`config.mk`:
```
export PLATFORM = sky130hd
export DESIGN_NAME = sng_lfsr_en
export DESIGN_NICKNAME = d
export VERILOG_FILES = /design/src/rtl/sng_lfsr_en.sv
export SDC_FILE = /design/constraint.sdc
export NUM_CORES = 1
export LEC_CHECK = 0
export BUFFER_PORTS_ARGS = -buffer_cell sky130_fd_sc_hd__buf_4
export CAP_MARGIN = 20
export CORE_MARGIN = 2
export CORE_UTILIZATION = 40
export CTS_CLUSTER_DIAMETER = 60
export CTS_CLUSTER_SIZE = 20
export DETAILED_ROUTE_END_ITERATION = 6
export PLACE_DENSITY = 0.54
export SLEW_MARGIN = 20
export SYNTH_ARGS = -nofsm -noshare
export SYNTH_HDL_FRONTEND = slang
export SYNTH_SLANG_ARGS = --single-unit
```
`constraint.sdc`:
```
create_clock -name clk -period 3 [get_ports clk]
set_clock_uncertainty 0.15 [all_clocks]
set_input_delay 0.3 -clock clk [delete_from_list [all_inputs] [get_ports clk]]
set_output_delay 0.3 -clock clk [all_outputs]
set_load 0.005 [all_outputs]
```
`src/rtl/sng_lfsr_en.sv`:
```
// rtl/sng_lfsr_en.sv - clock-enabled Fibonacci LFSR with synchronous reseed
module sng_lfsr_en #(
  parameter int               WIDTH = 32,
  parameter logic [WIDTH-1:0] TAPS  = 32'h80200003,
  parameter logic [WIDTH-1:0] SEED  = 32'h00000001
) (
  input  logic clk,
  input  logic rst,
  input  logic load,
  input  logic en,
  output logic o
);

  logic [WIDTH-1:0] s_q;
  logic [WIDTH-1:0] s_d;

  // Reseed has priority over a step; otherwise hold unless enabled
  always_comb begin
    s_d = s_q;
    if (load) begin
      s_d = SEED;
    end else if (en) begin
      s_d = {^(s_q & TAPS), s_q[WIDTH-1:1]};
    end
  end

  // State register, active-low synchronous reset to the seed
  always_ff @(posedge clk) begin
    if (!rst) begin
      s_q <= SEED;
    end else begin
      s_q <= s_d;
    end
  end

  assign o = s_q[0];

  // A zero seed would pin the register at zero forever
  a_seed_nonzero: assert property (@(posedge clk) SEED != '0);

endmodule

```
-- Yosys cells after proc, flatten, opt, wreduce, memory -nomap -nowiden
Cells that the tools add are included.
- bitwise operators: 1
- reductions and logical operators: 2
- operators by type and width (cell ; number):
    $reduce_xor A32 Y1 ; 1
    $reduce_or A2 Y1 ; 1
    $not A1 Y1 ; 1
- bits in registers: 32
- input bits: 4
- word-level logic and storage cells: 4

-- Logic depth before layout (Yosys ltp)
Gate-level depths: netlist of run 1.
- depth in word-level cells: 2
- mapped depth: 4

-- Worst setup path after synthesis of run 1
No wires, ideal clock.
- path type: reg2reg
- from: reg s_q[0]
- to: reg s_q[31]
- arrival: 1.142 ns
- slack: 1.638 ns
- stages on the path, launching flop included: 4
- buffers on the path: 0
- clock period less this slack: 1.362 ns
- cells stage by stage: dfxtp_1 xnor3_1 or3_1 a21oi_1
- longest elaborated chain between the ends: 1
- ends and longest elaborated chain (element ; RTL line ; source):
    start, declared ; 14 ; logic [WIDTH-1:0] s_q;
    start signal, assigned ; 30 ; s_q <= SEED;
    start signal, assigned ; 32 ; s_q <= s_d;
    $reduce_xor A32 Y1 ; 23 ; s_d = {^(s_q & TAPS), s_q[WIDTH-1:1]};
Every way passes these cells.
A chain may end at the register's enable or synchronous reset.

-- Worst setup path after layout of run 1
Ends and elaborated chain as after synthesis.

==> results of run 1 <==
cells by family (layout without fill, tap and decap cells):
logic type / after synthesis / in the layout / share of synthesized area
mux: 30 / 30 / 0.2614
xor+xnor: 1 / 1 / 0.01961
flops: 32 / 32 / 0.5577
simple gates: 33 / 33 / 0.1144
buf+inv: 8 / 11 / 0.02940
compound gates: 3 / 3 / 0.01742
cell type report:
cell class / count / area, µm² / area share
tap: 31 / 38.79 / 0.03147
inverter: 1 / 3.754 / 0.003046
sequential: 32 / 640.6 / 0.5198
multi-input combinational: 67 / 474.2 / 0.3848
clock buffer: 5 / 37.54 / 0.03046
timing repair buffer: 5 / 37.54 / 0.03046
path summary, 6_finish.rpt:
path,cells past startpoint,slack (ps),end
setup / recovery,3,1590,s_q[31]$_SDFFE_PP0P_
hold / removal,3,330,s_q[17]$_SDFFE_PP0P_
setup reg to reg,3,1590,s_q[31]$_SDFFE_PP0P_
hold reg to reg,2,350,s_q[31]$_SDFFE_PP0P_
cell usage after synthesis, drive strengths merged:
library cell / n
a211o: 1
a21oi: 1
buf: 3
clkbuf: 4
dfxtp: 32
inv: 1
mux2i: 30
nand2b: 1
nor2: 30
nor2b: 1
o21ai: 1
or3: 1
xnor3: 1
routing by layer:
layer	global-route usage	routed length, µm
met1	0.1369	783
met2	0.1591	629
met3	0.04762	70
met4	0.1196	69
met5	0	0
power by group:
| group | internal [mW] | switching [mW] | leakage (nW) |
|---|---|---|---|
| Clock | 0.0780 | 0.122 | 0.0230 |
| Combinational | 0.0154 | 0.0183 | 0.239 |
| Sequential | 0.426 | 0.000929 | 0.258 |
critical path: cells and delay by family, from the launching register on:
kind | cells | cell delay (ps)
AOI/OAI and AO/OA | 1 | 140
and+or+nand+nor | 1 | 310
DFF | 1 | 360
xor gates and xnor gates | 1 | 390
==> impl_metrics.ini, run 1 <==
[clocking]
hold_buffers = 0
htreeDepth = 2
insertion_delay_ps = 320
cts_setup_buffers = 0
clockBufferDepth = 2
cts_root_buf = clkbuf_4
cts_tree = done
cts-buffers-inserted = 5
clk_pin_slew_worst_paths_ps = 80
cts_resized = 0
cts_sinks = 32

[floorplanning]
coreArea_um2 = 2734
start_util = 0.4201
die_h_um = 57.59
io_pins = 5
die_w_um = 57.59
design.die.area_um2 = 3316
num_rows = 19

[routing]
drc = 0
wl_um = 1553
first_iter_violations = 12
via_count = 687
via_per_inst = 4.872
postRouteAntennaNets = 0
drt_pass1_iterations = 2
routedWlPerCell_um = 11.01

[global_routing]
antenna_found_initial = 0
grt_start_max_net_pins = 34
grt_pass1_vias = 625
grt_pass1_wl_um = 2753
overflow = 0
grt.total_usage = 0.1183

[setup_path]
cp-end-kind = flop
arrival_ps = 1520
cpPeakStageDelay_ps = 390
cp_max_fo = 3
crit_slowest_cell = xnor3_1
critical_path_class = flop to flop
crit_path_start_kind = flop
crit_start = s_q[0]$_SDFFE_PP1P_
required_ps = 3110
r2r_start = s_q[0]$_SDFFE_PP1P_
crit_chain = xnor3_1 -> or3_1 -> a21oi_1

[timing]
hold-worst-slack_ps = 334.6
fin_crit_ps = 1410
hold_viol_final = 0
worst_pin_slew_ps = 498.0
fmax_mhz = 709.4
finalMaxSlewViolations = 0
timing.final.crit_share = 0.4699
setup_slack_ps = 1590
setup_viol = 0
rsz0062_at_grt = no
relSlewSlack = 0.6680
tns_ps = 0

[cells_and_area]
final_area_um2 = 1232
reg.largest.list = s_q (32)
final_cell_mix = 32 x dfxtp_1, 30 x mux2i_1, 30 x nor2_1
nFillCells = 277
final_common_cell = dfxtp_1
final_nets = 116
largest_register_ffs = 32
fin_cells = 141
layout-drive-gt1-share = 0.1000
fin_util = 0.4508
antennaDiodeCount = 0
top_register = s_q
area_growth_pct = 7.298

[synth]
synthCells = 107
netlist_area_um2 = 1149
synthTopCellsByArea = dfxtp_1 56%, mux2i_1 26%, nor2_1 9.8%
synth_area_per_cell_um2 = 10.73
syn_nets = 111
ys_seq_elements = 32
yosys_warnings = 0
seq_area_frac_synth = 0.5577
yosysTopAreaCell = dfxtp_1
synth_top_cell_area_share = 0.5577
synth.distinct_cells = 13

[placed_design]
dp_slack_ps = 1441
dpl.hpwl_um = 979.9
dp_cells = 136
gp_congestion = 0.6458
place_area_um2 = 1195
io_buffers = 4

[pwr]
power_density_nw_per_um2 = 536.0
ir_worst_vdd_uv = 343.2
p_leak_nw = 0.5195
power_mw = 0.6606

[job]
timing.max_cap.violations = 0

[min_path]
hold_path_class = input pin to flop
min_from = rst

[run_status]
status = finished clean
Note: power is estimated with default switching activity, not from simulation.
==> run 2: changes to the inputs <==
- clock period: 3 -> 1.5 ns (I/O delays scaled with it)
==> run 2 against run 1 <==
Sequential power rose by 100%. Largest cell class unchanged. Routed wire length rose by 1.6%. Critical path depth did not move. Critical endpoint unchanged.
==> impl_metrics.ini, run 2 (same netlist as run 1, synthesis figures left out) <==
[floorplanning]
start_util = 0.4201
design.die.area_um2 = 3316
coreArea_um2 = 2734
num_rows = 19
io_pins = 5
die_h_um = 57.59
die_w_um = 57.59

[cells_and_area]
final_common_cell = dfxtp_1
top_register = s_q
final_nets = 120
area_growth_pct = 11.98
fin_util = 0.4705
reg.largest.list = s_q (32)
fin_cells = 148
multi_input_area_um2 = 474.2
layout.area.seq_um2 = 640.6
nFillCells = 260
largest_register_ffs = 32
antennaDiodeCount = 0
layout-drive-gt1-share = 0.1282
final_cell_mix = 32 x dfxtp_1, 30 x mux2i_1, 30 x nor2_1

[routing]
postRouteAntennaNets = 0
wl_um = 1578
first_iter_violations = 13
drt_pass1_iterations = 2
via_per_inst = 4.676
drc = 0
via_count = 692
routedWlPerCell_um = 10.66

[placed_design]
dp_slack_ps = 90.65
io_buffers = 4
gp_congestion = 0.6617
dpl.hpwl_um = 1060
dp_cells = 139

[clocking]
cts-buffers-inserted = 5
cts_tree = done
cts_sinks = 32
cts_root_buf = clkbuf_4
clockBufferDepth = 2
clk_pin_slew_worst_paths_ps = 90
insertion_delay_ps = 310
htreeDepth = 2

[pwr]
p_leak_nw = 0.5473
ir_worst_vdd_uv = 726.0
power_density_nw_per_um2 = 1100
power_mw = 1.415

[run_status]
status = finished clean

[min_path]
hold_path_class = input pin to flop
worstHoldEndpoint = s_q[0]$_SDFFE_PP1P_
min_from = load
hold-path-cell-count = 3

[timing]
tns_ps = 0
setup_slack_ps = 76.79
hold_viol_final = 0
timing.final.crit_share = 0.9488
fin_crit_ps = 1423
setup_viol = 0
fmax_mhz = 702.6
finalMaxSlewViolations = 0
worst_pin_slew_ps = 267.0
relSlewSlack = 0.8220
rsz0062_at_grt = no

[global_routing]
grt_pass1_wl_um = 2994
grt_start_max_net_pins = 23
grt_pass1_vias = 673
grt.total_usage = 0.1210
overflow = 0
antenna_found_initial = 0

[setup_path]
worstRegToRegCells = 3
cp_max_fo = 3
arrival_ps = 1530
r2r_end = s_q[31]$_SDFFE_PP0P_
r2r_start = s_q[0]$_SDFFE_PP1P_
required_ps = 1610
cp-end-kind = flop
critical_path_class = flop to flop
crit_path_start_kind = flop
r2r_slack_ps = 80

[job]
timing.max_cap.violations = 0
-- run 2: cell count changes in the layout (fill, tap and decap cells not counted), sizes merged --
cell / before / now
buf: 5 / 8
dlygate4sd3: 0 / 1
clkbuf: 5 / 8
-- run 2: routing by layer --
metal	track usage	part of all wire	wire length, µm	vias to the layer above
met4	0.05980	0.027	43	0
met3	0.06349	0.052	82	5
li1	-	-	-	370
met5	0	0	0	-
met1	0.1522	0.48	764	309
met2	0.1688	0.44	689	8
-- run 2: report_power, final --
group | switching (mW) | internal, mW
Clock | 0.255 | 0.231
Combinational | 0.0382 | 0.0369
Sequential | 0.00187 | 0.852
-- run 2: worst max path at each step --
stage | endpoint | slack [ps] | startpoint
CTS | s_q[31]$_SDFFE_PP0P_ | 60 | s_q[0]$_SDFFE_PP1P_
global placement | s_q[31]$_SDFFE_PP0P_ | 140 | s_q[0]$_SDFFE_PP1P_
finish | s_q[31]$_SDFFE_PP0P_ | 80 | s_q[0]$_SDFFE_PP1P_
floorplan | s_q[31]$_SDFFE_PP0P_ | 140 | s_q[0]$_SDFFE_PP1P_
detailed placement | s_q[31]$_SDFFE_PP0P_ | 90 | s_q[0]$_SDFFE_PP1P_
global route | s_q[31]$_SDFFE_PP0P_ | 20 | s_q[0]$_SDFFE_PP1P_
-- run 2: stage by stage --
stage | instance area, µm² | hold WS [ps]
finish | 1286 | 59.18
CTS | 1286 | 57.70
floorplan | 1149 | 210.5
detailed placement | 1217 | 273.3
global route | 1286 | 62.34
global placement | 1217 | 262.3
-- run 2: layout make-up --
| class | count | area share |
|---|---|---|
| flip-flops and latches | 32 | 0.4981 |
| clock buffers | 8 | 0.04572 |
| repair buffers | 9 | 0.05447 |
| well taps | 31 | 0.03016 |
| inverters | 1 | 0.002918 |
| multi-input cells | 67 | 0.3687 |
-- run 2: timing repair --
action | 4_1_cts | 5_1_grt
setup buffers | 0 | 0
endpoints found under the hold margin | 2 | 0
endpoints found under the setup margin | 0 | 0
resized for setup | 0 | 0
hold buffers | 1 | 0
-- run 2: critical path, stage by stage (launching register included) --
cell	delay, ps
dfxtp_1	360
xnor3_1	410
or3_1	310
a21oi_1	130
==> run 3: changes to the inputs <==
- clock period: 1.5 -> 1.65 ns (I/O delays scaled with it)
==> run 3 against run 2 <==
Critical path depth unchanged. Maximum frequency is 0.20% higher. Final area shrank 2.9%. Via count stayed put. Die area stayed put. First-iteration DRC count decreased by 15%. Highest routed layer unchanged.
==> impl_metrics.ini, run 3 (same netlist as run 1, synthesis figures left out) <==
[timing]
relSlewSlack = 0.7809
tns_ps = 0
setup_viol = 0
timing.final.crit_share = 0.8608
hold_viol_final = 0
fmax_mhz = 704.0
setup_slack_ps = 229.6
worst_pin_slew_ps = 328.7
rsz0062_at_grt = no
finalMaxSlewViolations = 0
fin_crit_ps = 1420

[routing]
via_per_inst = 4.806
first_iter_violations = 11
drc = 0
wl_um = 1532
routedWlPerCell_um = 10.64
drt_pass1_iterations = 3
postRouteAntennaNets = 0
via_count = 692

[global_routing]
grt_pass1_vias = 681
grt.total_usage = 0.1199
antenna_found_initial = 0
overflow = 0
grt_start_max_net_pins = 26
grt_pass1_wl_um = 2960

[placed_design]
dpl.hpwl_um = 968.6
gp_congestion = 0.6674
io_buffers = 4
dp_slack_ps = 231.7

[setup_path]
crit_path_start_kind = flop
cp_max_fo = 3
cp-end-kind = flop
critical_path_class = flop to flop
arrival_ps = 1530
required_ps = 1760

[cells_and_area]
reg.largest.list = s_q (32)
area_growth_pct = 8.715
final_nets = 117
top_register = s_q
largest_register_ffs = 32
antennaDiodeCount = 0
nFillCells = 255
layout-drive-gt1-share = 0.1150
final_cell_mix = 32 x dfxtp_1, 30 x mux2i_1, 30 x nor2_1
final_common_cell = dfxtp_1

[clocking]
cts_root_buf = clkbuf_4
insertion_delay_ps = 320
cts-buffers-inserted = 5
hold_buffers = 0
clockBufferDepth = 2
htreeDepth = 2
cts_sinks = 32
clk_pin_slew_worst_paths_ps = 90
cts_resized = 0
cts_setup_buffers = 0
cts_tree = done

[floorplanning]
num_rows = 19
die_w_um = 57.59
design.die.area_um2 = 3316
die_h_um = 57.59
start_util = 0.4201
io_pins = 5
coreArea_um2 = 2734

[job]
timing.max_cap.violations = 0

[pwr]
ir_worst_vdd_uv = 596.5
p_leak_nw = 0.5294
power_density_nw_per_um2 = 985.5

[min_path]
hold_path_class = input pin to flop

[run_status]
status = finished clean
[run 3: changes by cell type in the layout (fill, tap and decap cells not counted), sizes merged]
| cell | previous run | this run |
|---|---|---|
| dlygate4sd3 | 1 | 0 |
| buf | 8 | 6 |
| clkinv | 0 | 1 |
| clkbuf | 8 | 6 |
[run 3: stage by stage]
| step | instances | total power, mW | instance area, µm² | hold WS, ps | utilization |
|---|---|---|---|---|---|
| floorplan | 107 | 0.8441 | 1149 | 225.5 | - |
| finish | 144 | 1.231 | 1249 | 111.3 | 0.4568 |
| global placement | 137 | 0.8572 | 1202 | 322.8 | 0.4398 |
| detailed placement | 137 | 0.8584 | 1202 | 333.2 | 0.4398 |
| global route | 144 | 1.301 | 1249 | 123.0 | 0.4568 |
| CTS | 144 | 1.260 | 1249 | 105.1 | 0.4568 |
[run 3: metal layers]
layer	routed length (µm)	track usage
met1	778	0.1447
met2	633	0.1705
met3	82	0.06803
met4	38	0.05980
met5	0	0
[run 3: worst paths after layout]
check	startpoint	endpoint	slack, ps	cells past startpoint
setup / recovery	s_q[0]$_SDFFE_PP1P_	s_q[31]$_SDFFE_PP0P_	230	3
hold / removal	rst	s_q[5]$_SDFFE_PP0P_	110	3
setup reg to reg	s_q[0]$_SDFFE_PP1P_	s_q[31]$_SDFFE_PP0P_	230	3
hold reg to reg	s_q[31]$_SDFFE_PP0P_	s_q[31]$_SDFFE_PP0P_	350	2
[run 3: cell type report]
cell class / count / area (µm²) / share of cell area
Clock buffer: 6 / 41.29 / 0.03307
Clock inverter: 1 / 5.005 / 0.004008
Inverter: 1 / 3.754 / 0.003006
Multi-Input combinational cell: 67 / 474.2 / 0.3798
Sequential cell: 32 / 640.6 / 0.5130
Tap cell: 31 / 38.79 / 0.03106
Timing Repair Buffer: 6 / 45.04 / 0.03607
[run 3: critical path: stages (launching register included)]
cell,delay [ps]
dfxtp_1,360
xnor3_1,400
or3_1,320
a21oi_1,140
[run 3: power breakdown]
part           switching [mW]  total, mW  internal, mW
logic                  0.0341     0.0630        0.0289
clock network           0.235      0.392         0.157
registers             0.00173      0.776         0.774
